$ cat src/rtl/sa_ctrl.sv
// Bit-serial addition controller: feeds an external one-bit serial adder LSB first
// and collects its sum bits into a WIDTH+1 result (sum plus carry out).
module sa_ctrl #(
  parameter int WIDTH = 4
) (
  input  logic             clk,
  input  logic             rst,
  input  logic             start,
  input  logic [WIDTH-1:0] op_a,
  input  logic [WIDTH-1:0] op_b,
  output logic             busy,
  output logic             done,
  output logic [WIDTH-1:0] sum,
  output logic             cout,
  output logic             sa_a,
  output logic             sa_b,
  output logic             sa_clr,
  input  logic             sa_out
);

  localparam int CW = $clog2(WIDTH + 1);

  localparam logic [1:0] IDLE  = 2'd0;
  localparam logic [1:0] CLEAR = 2'd1;
  localparam logic [1:0] SHIFT = 2'd2;
  localparam logic [1:0] DONE  = 2'd3;

  localparam logic [CW-1:0] CNT_LAST = CW'(WIDTH);

  logic [1:0]       state;
  logic [CW-1:0]    cnt;
  logic [WIDTH-1:0] a_reg;
  logic [WIDTH-1:0] b_reg;
  logic [WIDTH:0]   result;
  logic [WIDTH:0]   result_nxt;
  logic             a_bit;
  logic             b_bit;

  // The adder's LSB-first output enters at the top, so after WIDTH+1 shifts
  // the first sample has reached bit 0 and the final carry sits in bit WIDTH.
  assign result_nxt = {sa_out, result[WIDTH:1]};

  always_ff @(posedge clk or negedge rst) begin
    if (!rst) begin
      state  <= IDLE;
      cnt    <= '0;
      a_reg  <= '0;
      b_reg  <= '0;
      result <= '0;
      sum    <= '0;
      cout   <= 1'b0;
    end else begin
      case (state)
        IDLE: begin
          if (start) begin
            a_reg <= op_a;
            b_reg <= op_b;
            cnt   <= '0;
            state <= CLEAR;
          end
        end
        CLEAR: state <= SHIFT;
        SHIFT: begin
          result <= result_nxt;
          if (cnt == CNT_LAST) begin
            sum   <= result_nxt[WIDTH-1:0];
            cout  <= result_nxt[WIDTH];
            state <= DONE;
          end else begin
            cnt <= cnt + 1'b1;
          end
        end
        DONE:    state <= IDLE;
        default: state <= IDLE;
      endcase
    end
  end

  always_comb begin
    a_bit = 1'b0;
    b_bit = 1'b0;
    for (int i = 0; i < WIDTH; i++) begin
      if (cnt == CW'(i)) begin
        a_bit = a_reg[i];
        b_bit = b_reg[i];
      end
    end
  end

  // The extra cnt==WIDTH step feeds zeros so the adder emits its stored carry.
  assign sa_a   = (state == SHIFT) && (cnt != CNT_LAST) && a_bit;
  assign sa_b   = (state == SHIFT) && (cnt != CNT_LAST) && b_bit;
  assign sa_clr = (state == IDLE) || (state == CLEAR);
  assign busy   = (state == CLEAR) || (state == SHIFT);
  assign done   = (state == DONE);

endmodule

$ cat config.mk
export PLATFORM = sky130hd
export DESIGN_NAME = sa_ctrl
export DESIGN_NICKNAME = d
export VERILOG_FILES = /design/src/rtl/sa_ctrl.sv
export SDC_FILE = /design/constraint.sdc
export NUM_CORES = 1
export LEC_CHECK = 0
export CORE_ASPECT_RATIO = 0.8
export CORE_UTILIZATION = 32
export DETAILED_ROUTE_END_ITERATION = 6
export SYNTH_ARGS = -nofsm -noshare
export SYNTH_HDL_FRONTEND = slang
export SYNTH_SLANG_ARGS = --single-unit
$ cat constraint.sdc
create_clock -name clk -period 2.4 [get_ports clk]
set_input_delay 0.6 -clock clk [delete_from_list [all_inputs] [get_ports clk]]
set_output_delay 0.6 -clock clk [all_outputs]
set_load 0.01 [all_outputs]
==> results of run 1 <==
[layer usage]
layer  track usage  wire length [µm]  vias up
met5             0                 0        -
met4        0.0612                53        0
met3        0.0453               116        7
met2         0.230              1190       23
met1         0.164              1060      406
li1              -                 -      416
[cell families after synthesis]
| logic type | Yosys count |
|---|---|
| AO/OA/AOI/OAI | 16 |
| adder cells (fa/ha/maj) | 10 |
| buffers and inverters | 9 |
| flip-flops | 22 |
| multiplexers | 19 |
| AND/OR/NAND/NOR | 17 |
[repair_timing]
action                                 CTS  global route
gates resized for setup                 14             6
gates cloned                             0             0
setup buffers                            1             2
setup endpoints to repair                3             3
pin swaps                                0             2
endpoints found under the hold margin    0             0
[final cells by class]
cell class	count	share of cell area
clock buffers	3	0.0259
inverters	7	0.0165
repair buffers	36	0.196
well taps	42	0.0330
flip-flops and latches	22	0.345
multi-input cells	62	0.383
[cells in the mapped netlist]
cell type | number | share of area
buf_6 | 1 | 0.0097
a2111oi_2 | 1 | 0.013
inv_2 | 1 | 0.0032
and3b_1 | 2 | 0.015
mux2_2 | 11 | 0.11
a31oi_1 | 1 | 0.0054
o211ai_1 | 1 | 0.0065
nand2_1 | 4 | 0.013
a211o_1 | 1 | 0.0075
mux2i_1 | 1 | 0.0086
mux2_1 | 7 | 0.068
nor2b_1 | 1 | 0.0054
or2_2 | 1 | 0.0054
o21ai_2 | 1 | 0.0075
buf_2 | 1 | 0.0043
and4_1 | 1 | 0.0075
o32a_1 | 1 | 0.0086
a2111oi_1 | 2 | 0.017
nor2_1 | 1 | 0.0032
and3_1 | 1 | 0.0054
o21ai_0 | 1 | 0.0043
and2b_1 | 2 | 0.013
o221ai_1 | 2 | 0.015
ha_1 | 10 | 0.11
dfrtp_1 | 22 | 0.47
nor3b_1 | 2 | 0.013
inv_1 | 6 | 0.019
a21oi_1 | 4 | 0.017
nand3_1 | 2 | 0.0086
a2111oi_0 | 1 | 0.0075
[how the worst max path moves through the flow]
stage | from | to | slack, ps | depth (start not counted)
2_1_floorplan | cnt[0]$_DFFE_PN0P_ | sa_b | 210 | 5
3_3_place_gp | cnt[0]$_DFFE_PN0P_ | sa_b | -70 | 6
3_5_place_dp | cnt[0]$_DFFE_PN0P_ | sa_b | -140 | 6
4_1_cts | cnt[1]$_DFFE_PN0P_ | sa_b | 20 | 6
5_1_grt | cnt[0]$_DFFE_PN0P_ | sa_a | -60 | 6
6_report | cnt[1]$_DFFE_PN0P_ | sa_b | 40 | 6
[stage by stage]
stage	setup TNS, ps	utilization	setup slack (ps)	instances	cell area [µm²]
CTS	0	0.452	19.8	170	1560
detailed placement	-261	0.435	-142	166	1500
finish	0	0.462	42.0	172	1590
global route	-103	0.462	-61.3	172	1590
floorplan	0	-	209	93	1160
global placement	-140	0.435	-72.2	166	1500
[power groups by stage]
stage / registers (mW) / logic, mW / clock network (mW)
floorplan: 0.691 / 0.672 / 0
global placement: 0.678 / 1.11 / 0
detailed placement: 0.691 / 1.14 / 0
CTS: 0.683 / 1.19 / 0.233
global route: 0.709 / 1.36 / 0.244
finish: 0.682 / 1.24 / 0.220
[worst max-delay path: stages (launching register included)]
cell       delay, ps
dfrtp_1          420
inv_1            100
ha_2             190
and3b_1          190
a2111oi_2        370
a2111oi_2         80
buf_2            150
==> results by group, run 1 <==
Run status
  – Status: finished, final reports clean

Synth
  – Simple-gate share of the synthesized area: 0.0893
  – Post-Synth Adder-Cell Area: 0.108
  – Post-Synth XOR/XNOR Area: 0
  – Syn Inst Count: 93
  – Main combinational cell family by area after synthesis: multiplexers
  – Mapped cell area: 1160 µm²
  – Synth Area in Compound Gates: 0.110
  – Post-synthesis mux area share: 0.183
  – Yosys cell types: 30
  – Yosys warns: 0
  – Avg Synthesized Cell Area: 12.5 µm²
  – Synth Net Count: 115
  – Post-synthesis sequential area ratio: 0.474
  – Post-synthesis register bit count: 22

Timing
  – Final period utilization: 0.982
  – # setup viols final: 0
  – Fin crit period: about 2400 ps
  – Max-slew violation count: 0
  – RSZ-0062 raised after global routing: true
  – Max_slew headroom: 0.728
  – Hold Violations, Final: 0
  – Fmax: 424 MHz
  – Setup Skew: about 2.4 ps
  – Hold WS: 496 ps
  – Worst-margin pin slew: approximately 410 ps

Placed design
  – Buffers on Ports: 21
  – GP Congestion: 0.832
  – Final HPWL DP: 1750 µm

Clock network
  – Maximum clock insertion buffer count: 2
  – CTS clock-pin slew for the worst setup and hold paths: 70 ps
  – Clock root buffer: clkbuf_8
  – Worst-Skew Late Latency: 260 ps
  – Cts bufs inserted: 3
  – Hold Buf Count CTS: 0
  – CTS tree: done
  – H-tree levels: 1
  – CTS sink count: 22

Die
  – Die X: around 69 µm
  – I/O pin cnt: 22
  – DIE AREA: between 3000 and 4000 µm²
  – Chip height: approximately 56 µm
  – Initial core utilization: 0.337
  – Core Footprint: between 3000 and 4000 µm²
  – Row count: 19

Pwr
  – Sw Ratio: 0.357
  – P_leak: 0.707 nW
  – P per Cell Area: 1350 nW/µm²
  – Overall power: 2.14 mW
  – Clock Power Share: 0.103
  – Logic pwr share: 0.579
  – Sw power: 0.766 mW
  – Sequential Power Share: 0.318
  – Pint: between 1 and 1.5 mW
  – Maximum VDD drop: 0.000521 V

Cells and area
  – Share of post-route cells with drive strength above 1: 0.338
  – Area of the multi-input gates: 611 µm²
  – Leading cell type in the layout, fill and taps excluded: dfrtp_1
  – Most frequent cells in the layout: 22 x dfrtp_1, 19 x clkdlybuf4s50_1, 15 x buf_4
  – Net count, final: 154
  – Fill cell count: ~310
  – # diodes: 0
  – Storage cell area: 551 µm²
  – Layout area overhead: 37.1%

Setup path
  – Critical Path AT: approximately 1800 ps
  – CP Capture Type: output port
  – Crit-path max FO: 4
  – Setup CP Type: flip-flop to output port
  – Reg2reg path depth: 5
  – Reg2reg setup slack: approximately 690 ps
  – Critical Path RT: 1800 ps
  – Worst r2r dst: sum[1]$_DFFE_PN0P_
  – Crit start category: flip-flop
  – Critical R2R Launch: state[0]$_DFFE_PN0P_

Detailed routing
  – DR vias/cell: 4.95
  – First drt pass iteration count: 4
  – # DRC: 0
  – Post-route ant nets: 0
  – Vias post-DR: 852
  – DRT Wirelength: approximately 2400 µm
  – Initial DRC Count: 12
  – Routed len/inst: roughly 14 µm

Global route
  – GRT overflow: 0
  – Largest net degree at the start of global routing: 23
  – Wire length of the first global-routing pass: 4160 µm
  – Antenna violations before repair: 0
  – Vias in the first global route: about 940
  – Total Routing Usage GR: 0.138

Worst hold path
  – Worst min-delay path class: flip-flop to flip-flop
  – Hold Crit Start: sum[0]$_DFFE_PN0P_
  – Hold Path Depth: 1
  – Hold Path Sink: sum[0]$_DFFE_PN0P_

Job
  – Max-cap violations: 0
(Power assumes the default switching activity.)
==> inputs of run 2 (changes only) <==
--- a/config.mk
+++ b/config.mk
@@ -6,6 +6,7 @@
 export NUM_CORES = 1
 export LEC_CHECK = 0
 export CORE_ASPECT_RATIO = 0.8
+export CORE_MARGIN = 8
 export CORE_UTILIZATION = 32
 export DETAILED_ROUTE_END_ITERATION = 6
 export SYNTH_ARGS = -nofsm -noshare
==> run 2 against run 1 <==
Effect of this change: total power increased by 5.5%; via count is 3.9% higher; global-route usage down 5.0 points; worst hold slack worse by 3.2 ps; setup slack got worse by 36 ps; fmax shrank 1.5%; combinational power is 5% higher.
==> results by group, run 2 (synthesized netlist as in run 1, its figures left out) <==
Run status
  – Status: finished, final reports clean

Cells and area
  – Fin cells: 173
  – Share of post-route cells with drive strength above 1: 0.374
  – Leading cell type in the layout, fill and taps excluded: dfrtp_1
  – Net count, final: roughly 150
  – # diodes: 0
  – Fill cell count: 301
  – Final core occ: 0.479
  – Layout area overhead: 42.1%
  – Most frequent cells in the layout: 20 x dfrtp_1, 19 x clkdlybuf4s50_1, 13 x buf_4

Global route
  – Largest net degree at the start of global routing: 23
  – Antenna violations before repair: 0
  – Vias in the first global route: 913
  – Met2 Track Usage GR: 0.149
  – Met3 Resource Use GR: 0.0220
  – Met1 Usage GRT: 0.104
  – Total Routing Usage GR: 0.0885
  – Wire length of the first global-routing pass: 4370 µm
  – GRT overflow: 0
  – Gr busiest metal: met2

Setup path
  – CP Capture Type: output port
  – CP max stage delay: roughly 450 ps
  – Crit-path max FO: 4
  – Reg2reg setup slack: 710 ps
  – Crit start category: flip-flop
  – Setup CP Type: flip-flop to output port
  – Worst r2r dst: sum[1]$_DFFE_PN0P_
  – Critical R2R Launch: state[0]$_DFFE_PN0P_
  – Critical Path AT: 1790 ps
  – Crit-path most repeated cell: ha_4
  – Slowest-stage cell, CP: dfrtp_2
  – Reg2reg path depth: 5
  – CP Cell Sequence: ha_4 -> ha_4 -> buf_6 -> a2111oi_4 -> a2111oi_2 -> buf_2
  – Critical Path RT: 1800 ps

Detailed routing
  – Routed len/inst: between 15 and 20 µm
  – Vias post-DR: 885
  – Post-route ant nets: 0
  – DRT Wirelength: approximately 2600 µm
  – First drt pass iteration count: 4
  – DR vias/cell: 5.12
  – # DRC: 0
  – Initial DRC Count: 39

Pwr
  – Maximum VDD drop: 0.000581 V
  – P per Cell Area: 1370 nW/µm²
  – Overall power: 2.26 mW
  – P_leak: 0.718 nW

Clock network
  – Cts bufs inserted: 3
  – Maximum clock insertion buffer count: 2
  – Clock root buffer: clkbuf_8
  – Worst-Skew Late Latency: 260 ps
  – CTS tree: done
  – CTS sink count: 22
  – CTS clock-pin slew for the worst setup and hold paths: 80 ps
  – H-tree levels: 1

Timing
  – Hold Violations, Final: 0
  – RSZ-0062 raised after global routing: true
  – Max-slew violation count: 0
  – Setup Skew: 1.06 ps
  – Hold WS: around 490 ps
  – # setup viols final: 0
  – Max_slew headroom: 0.761
  – Final period utilization: 0.998
  – Worst-margin pin slew: 357 ps
  – Fin crit period: between 2000 and 2500 ps
  – Fmax: 418 MHz

Job
  – Max-cap violations: 0

Worst hold path
  – Hold Path Sink: sum[0]$_DFFE_PN0P_
  – Hold Path Depth: 1
  – Worst min-delay path class: flip-flop to flip-flop
  – Hold Crit Start: result[1]$_DFFE_PN0P_

Die
  – Core Footprint: 3450 µm²
  – I/O pin cnt: 22
  – Die X: 83.4 µm
  – Initial core utilization: 0.337
  – Row count: 19
  – Chip height: 69.9 µm
  – DIE AREA: 5830 µm²

Placed design
  – Final HPWL DP: 1910 µm
  – Buffers on Ports: 21
  – Placed Cells: 165
  – GP Congestion: a little under 0.8
run 2: cell count changes in the layout (fill, tap and decap cells not counted):
cell       before  now
inv_2           1    2
and3b_1         2    1
ha_4            1    3
clkbuf_8        3    4
inv_1           6    5
buf_4          15   13
a2111oi_4       0    1
a2111oi_2       4    3
ha_2            5    3
buf_6           0    2
dfrtp_2         0    2
and3b_2         0    1
dfrtp_1        22   20
run 2: per-layer routing:
layer  wire [µm]  vias to the layer above
met5           0                        -
met1        1170                      449
met4          80                        0
met2        1290                       16
li1            -                      412
met3          85                        8
run 2: power breakdown:
group	leakage, nW	switching [mW]	internal (mW)
Combinational	0.429	0.572	0.723
Sequential	0.260	0.130	0.569
Clock	0.0288	0.122	0.146
run 2: worst max path at each step:
stage,startpoint,endpoint,cells after the start,slack (ps)
floorplan,cnt[0]$_DFFE_PN0P_,sa_b,5,210
global placement,cnt[0]$_DFFE_PN0P_,sa_b,5,-100
detailed placement,cnt[1]$_DFFE_PN0P_,sa_b,6,-140
CTS,cnt[0]$_DFFE_PN0P_,sa_a,5,2
global route,cnt[1]$_DFFE_PN0P_,sa_a,6,-50
finish,cnt[1]$_DFFE_PN0P_,sa_b,6,6
run 2: area by class of cell:
type	count	area [µm²]	share of cell area
well taps	42	52.6	0.0318
inverters	7	26.3	0.0159
flip-flops and latches	22	553	0.335
multi-input cells	62	644	0.390
repair buffers	36	320	0.194
clock buffers	4	55.1	0.0333
run 2: stage by stage:
step,setup WS (ps),setup TNS (ps),area [µm²]
6_report,5.58,0,1650
2_1_floorplan,209,0,1160
3_3_place_gp,-101,-185,1490
5_1_grt,-45.1,-87.6,1650
4_1_cts,1.69,0,1580
3_5_place_dp,-145,-279,1490
run 2: worst max-delay path, delay by kind of cell (launching register included):
family                   cells  cell delay (ps)
buffers and inverters        2              270
AO/OA/AOI/OAI                2              450
adder cells (fa/ha/maj)      2              350
flip-flops                   1              450
run 2: repair_timing:
item,4_1_cts,5_1_grt
setup endpoints to repair,3,3
hold buffers,0,0
gates resized for setup,16,13
endpoints found under the hold margin,0,0
pin swaps,0,4
buffers inserted,1,3
==> inputs of run 3 (changes only) <==
--- a/config.mk
+++ b/config.mk
@@ -7,7 +7,7 @@
 export LEC_CHECK = 0
 export CORE_ASPECT_RATIO = 0.8
 export CORE_MARGIN = 8
-export CORE_UTILIZATION = 32
+export CORE_UTILIZATION = 25
 export DETAILED_ROUTE_END_ITERATION = 6
 export SYNTH_ARGS = -nofsm -noshare
 export SYNTH_HDL_FRONTEND = slang
==> run 3 against run 2 <==
Effect of this change: cell area increased by 1.1%; register-to-register slack about the same; cell count increased by 9.2%; clock skew about the same; sequential share of layout area decreased by 0.50 points; critical path depth unchanged; setup slack improved by 39 ps; clock power about the same; total power decreased by 0.14%; critical endpoint is now sa_a; largest power group unchanged.
==> results by group, run 3 (synthesized netlist as in run 1, its figures left out) <==
Run status
  – Status: finished, final reports clean

Job
  – Max-cap violations: 0

Timing
  – Worst-margin pin slew: ~390 ps
  – Hold Violations, Final: 0
  – RSZ-0062 raised after global routing: true
  – Fmax: 425 MHz
  – Setup Skew: 1.21 ps
  – Fin crit period: between 2000 and 2500 ps
  – Final period utilization: 0.981
  – Worst setup margin: 44.6 ps
  – Max-slew violation count: 0
  – Max_slew headroom: 0.742
  – Hold WS: 491 ps
  – # setup viols final: 0

Worst hold path
  – Hold Path Depth: 1
  – Worst min-delay path class: flip-flop to flip-flop
  – Hold Path Sink: sum[0]$_DFFE_PN0P_
  – Hold Crit Start: sum[0]$_DFFE_PN0P_

Die
  – DIE AREA: between 7000 and 8000 µm²
  – Core Footprint: 4540 µm²
  – I/O pin cnt: 22
  – Row count: 22
  – Chip height: 77.0 µm
  – Die X: 92.2 µm
  – Initial core utilization: 0.256

Cells and area
  – Fill cell count: 435
  – Leading cell type in the layout, fill and taps excluded: dfrtp_1
  – # diodes: 0
  – Most frequent cells in the layout: 22 x dfrtp_1, 19 x clkdlybuf4s50_1, 12 x buf_4
  – Layout area overhead: 43.6%
  – Share of post-route cells with drive strength above 1: 0.349
  – Net count, final: around 150
  – Final core occ: 0.367

Pwr
  – Maximum VDD drop: about 0.00046 V
  – P_leak: 0.711 nW
  – P per Cell Area: 1350 nW/µm²

Detailed routing
  – # DRC: 0
  – Max layer used: met4
  – Post-route ant nets: 0
  – Initial DRC Count: 45
  – First drt pass iteration count: 4
  – Vias post-DR: 848
  – Routed len/inst: 13.2 µm
  – DRT Wirelength: 2490 µm
  – WL met2: 1280 µm
  – DR vias/cell: around 4.5
  – Met3 WL: 70 µm
  – Met1 WL: 1140 µm

Setup path
  – Critical Path AT: 1760 ps
  – Reg2reg path depth: 5
  – CP Capture Type: output port
  – Worst r2r dst: sum[1]$_DFFE_PN0P_
  – Setup CP Type: flip-flop to output port
  – Crit-path max FO: 4
  – Reg2reg setup slack: 710 ps
  – Crit start category: flip-flop
  – Critical R2R Launch: state[0]$_DFFE_PN0P_
  – Critical Path RT: 1800 ps

Placed design
  – DP Worst Slack: -133 ps
  – GP Congestion: 0.828
  – Final HPWL DP: 1870 µm
  – Buffers on Ports: 21

Clock network
  – Maximum clock insertion buffer count: 2
  – Cts bufs inserted: 3
  – CTS clock-pin slew for the worst setup and hold paths: 80 ps
  – Hold Buf Count CTS: 0
  – Worst-Skew Late Latency: 260 ps
  – H-tree levels: 1
  – CTS tree: done
  – CTS sink count: 22
  – Clock root buffer: clkbuf_8

Global route
  – Wire length of the first global-routing pass: 4280 µm
  – Antenna violations before repair: 0
  – Total Routing Usage GR: 0.0717
  – Vias in the first global route: around 950
  – Largest net degree at the start of global routing: 23
  – GRT overflow: 0
-- run 3: what timing repair did --
item                                    CTS  global route
endpoints found under the setup margin    3             3
resized for setup                        14            13
buffers inserted                          1             1
pin swaps                                 0             2
-- run 3: worst max path at each step --
stage	startpoint	end	slack, ps	cells after the start
6_report	cnt[0]$_DFFE_PN0P_	sa_a	40	6
5_1_grt	cnt[1]$_DFFE_PN0P_	sa_a	-60	6
4_1_cts	cnt[0]$_DFFE_PN0P_	sa_b	20	6
3_5_place_dp	cnt[0]$_DFFE_PN0P_	sa_b	-130	6
3_3_place_gp	cnt[0]$_DFFE_PN0P_	sa_a	-90	5
2_1_floorplan	cnt[0]$_DFFE_PN0P_	sa_b	210	5
-- run 3: stage by stage --
stage | TNS, ps | power (mW) | instance area [µm²] | instances
2_1_floorplan | 0 | 1.36 | 1160 | 93
3_3_place_gp | -170 | 1.79 | 1510 | 183
3_5_place_dp | -250 | 1.82 | 1510 | 183
4_1_cts | 0 | 2.14 | 1590 | 188
5_1_grt | -110 | 2.45 | 1670 | 189
6_report | 0 | 2.26 | 1670 | 189
-- run 3: layer usage --
layer / up-vias / global-route usage
met1: 423 / 0.0862
met5: - / 0
li1: 412 / -
met2: 11 / 0.122
met3: 2 / 0.0185
met4: 0 / 0.0209
-- run 3: worst max-delay path: stages (launching register included) --
cell and delay [ps]:
dfrtp_1 420, inv_1 100, ha_2 210, and3b_2 220
a2111oi_4 50, a2111oi_4 320, buf_2 180
-- run 3: layout make-up --
type,count,area (µm²),area share
Inverter,7,26.3,0.0157
Clock buffer,4,55.1,0.0330
Sequential cell,22,551,0.330
Multi-Input combinational cell,62,661,0.396
Tap cell,60,75.1,0.0450
Timing Repair Buffer,34,302,0.181
-- run 3: report_power, final --
group          switching (mW)  internal [mW]  leakage [nW]
Clock                   0.121          0.146        0.0288
Combinational           0.574          0.732         0.419
Sequential              0.121          0.566         0.263
==> RTL change, RTL diff (settings of run 1) <==
Make the reset (`rst`) synchronous in one clocked block.
--- a/src/rtl/sa_ctrl.sv
+++ b/src/rtl/sa_ctrl.sv
@@ -41,5 +41,5 @@
   assign result_nxt = {sa_out, result[WIDTH:1]};
 
-  always_ff @(posedge clk or negedge rst) begin
+  always_ff @(posedge clk) begin
     if (!rst) begin
       state  <= IDLE;
Formal check against the unedited RTL: differs if rst is asserted again (counterexample within 4 cycles, from zero or initial values and one cycle with rst low); with rst held inactive, the same outputs for 10 cycles.
==> RTL change against run 1 <==
Worst setup slack improved by 0.062 ns; synthesized area decreased by 2.9%; sequential cell count unchanged; cell area decreased by 2.4%; routed wire length decreased by 1.2%; critical path type unchanged.
Power is not compared: it rests on default switching activity, and its combinational part moved more than twofold at a synthesized area within 25%.
==> RTL change: results (changes against run 1) <==
<table>
<tr><th>Metric</th><th>Value</th></tr>
<tr><th colspan="2">Logic synthesis</th></tr>
<tr><td>Number of distinct library cell variants in the gate-level netlist after synthesis</td><td>26 (-13%)</td></tr>
<tr><td>Adder-cell share of the synthesized area</td><td>0.111 (+0.00322)</td></tr>
<tr><td>Mux share of post-synthesis cell area</td><td>0.106 (-0.0766)</td></tr>
<tr><td>Biggest area contributors in the synthesized netlist</td><td>sky130_fd_sc_hd__dfxtp_1, sky130_fd_sc_hd__ha_1, sky130_fd_sc_hd__mux2i_1</td></tr>
<tr><td>Post-synthesis compound-gate area fraction</td><td>0.131 (+0.0210)</td></tr>
<tr><td>Post-synth net total</td><td>140 (+22%)</td></tr>
<tr><td>Cell types with the highest counts after synthesis</td><td>sky130_fd_sc_hd__dfxtp_1, sky130_fd_sc_hd__nand2_1, sky130_fd_sc_hd__mux2i_1</td></tr>
<tr><td>Most common flop cell mapped by yosys</td><td>sky130_fd_sc_hd__dfxtp_1</td></tr>
<tr><td>Async set or reset register ratio after synthesis</td><td>0 (-1.00)</td></tr>
<tr><td>Sequential-to-total area share from yosys stat</td><td>0.390 (-0.0834)</td></tr>
<tr><th colspan="2">Worst setup path</th></tr>
<tr><td>CP max-delay cell</td><td>sky130_fd_sc_hd__dfxtp_2</td></tr>
<tr><td>Worst-case reg-to-reg path depth</td><td>6 (+1)</td></tr>
<tr><td>Maximum cell stage delay along the critical path</td><td>0.36 ns (-0.06 ns)</td></tr>
<tr><th colspan="2">CTS</th></tr>
<tr><td>Number of setup buffers added after CTS</td><td>0 (-1)</td></tr>
<tr><th colspan="2">Cells and area</th></tr>
<tr><td>Layout cells sized above 1</td><td>0.188 (-0.151)</td></tr>
<tr><td>Fill cells</td><td>311 (-0.32%)</td></tr>
<tr><td>Number of nets in the layout</td><td>172 (+12%)</td></tr>
<tr><th colspan="2">Place</th></tr>
<tr><td>Final HPWL from detailed placement</td><td>1.76 mm (+0.46%)</td></tr>
<tr><td>Pre-CTS setup slack</td><td>-0.0922 ns (+0.0502 ns)</td></tr>
<tr><td>Routability Congestion</td><td>0.784 (-5.9%)</td></tr>
<tr><th colspan="2">Min path</th></tr>
<tr><td>Number of cells traversed by the worst hold path</td><td>2 (+1)</td></tr>
<tr><th colspan="2">STA</th></tr>
<tr><td>Worst slew slack as a fraction of its limit</td><td>0.623 (-0.105)</td></tr>
<tr><th colspan="2">Drt</th></tr>
<tr><td>Average detailed-routed wire length per instance</td><td>12.6 µm (-10%)</td></tr>
<tr><th colspan="2">GRT</th></tr>
<tr><td>Largest net degree at the start of global routing</td><td>18 (-22%)</td></tr>
<tr><td>Global-route wire length before repair</td><td>3.85 mm (-7.5%)</td></tr>
<tr><th colspan="2">Status</th></tr>
<tr><td>Status</td><td>complete, no violations</td></tr>
</table>
==> RTL change: cell types whose count changed after synthesis, moves of 2 or more <==
| cell | before | now |
|---|---|---|
| sky130_fd_sc_hd__a21boi_1 | 0 | 8 |
| sky130_fd_sc_hd__a21oi_1 | 4 | 2 |
| sky130_fd_sc_hd__clkbuf_1 | 0 | 2 |
| sky130_fd_sc_hd__dfrtp_1 | 22 | 0 |
| sky130_fd_sc_hd__dfxtp_1 | 0 | 22 |
| sky130_fd_sc_hd__mux2_1 | 7 | 0 |
| sky130_fd_sc_hd__mux2_2 | 11 | 0 |
| sky130_fd_sc_hd__mux2i_1 | 1 | 12 |
| sky130_fd_sc_hd__nand2_1 | 4 | 22 |
| sky130_fd_sc_hd__nor2b_1 | 1 | 11 |
| sky130_fd_sc_hd__o21a_1 | 0 | 2 |
| sky130_fd_sc_hd__o221ai_1 | 2 | 0 |
==> RTL change: timing repair <==
item | 4_1_cts | 5_1_grt
hold endpoints to repair | 0 | 0
gates resized for setup | 13 | 11
pin swaps | 0 | 1
endpoints found under the setup margin | 2 | 3
cloned | 0 | 0
==> RTL change: routing by layer <==
metal | track usage | vias to the layer above | part of all wire
li1 | - | 461 | -
met4 | 0.0486 | 0 | 0.014
met5 | 0 | - | 0
met1 | 0.168 | 402 | 0.47
met2 | 0.245 | 18 | 0.46
met3 | 0.0533 | 6 | 0.050
==> RTL change: area by class of cell <==
cell class / count / area, µm² / share of cell area
multi-input cells: 85 / 686 / 0.441
flip-flops and latches: 22 / 444 / 0.285
repair buffers: 31 / 279 / 0.179
well taps: 40 / 50.0 / 0.0322
clock buffers: 3 / 41.3 / 0.0265
clock inverters: 1 / 30.0 / 0.0193
inverters: 7 / 26.3 / 0.0169
==> RTL change: worst min-delay path: cells and delay by family, from the launching register on <==
kind	cells	cell delay [ns]
AOI/OAI and AO/OA	1	0.05
DFF	1	0.31
and+or+nand+nor	1	0.05
==> RTL change: power groups by stage <==
stage / clock, mW / combinational, mW / sequential (mW)
finish: 0.344 / 0.415 / 0.459
global route: 0.364 / 0.455 / 0.466
CTS: 0.350 / 0.405 / 0.456
detailed placement: 0 / 0.394 / 0.462
global placement: 0 / 0.387 / 0.459
floorplan: 0 / 0.261 / 0.454
==> RTL change: path summary, 6_finish.rpt <==
path	endpoint	slack, ns	from
hold reg to reg	b_reg[0]	0.46	b_reg[0]
setup reg to reg	cnt[1]	0.75	state[0]
setup / recovery	sa_b	0.10	cnt[0]
hold / removal	b_reg[0]	0.46	b_reg[0]
==> RTL change: through the flow <==
stage	instances	hold slack [ns]	power [mW]	util
floorplan	118	0.431	0.716	-
detailed placement	185	0.451	0.856	0.443
global route	189	0.482	1.29	0.483
CTS	189	0.463	1.21	0.467
global placement	185	0.441	0.847	0.443
finish	189	0.459	1.22	0.483
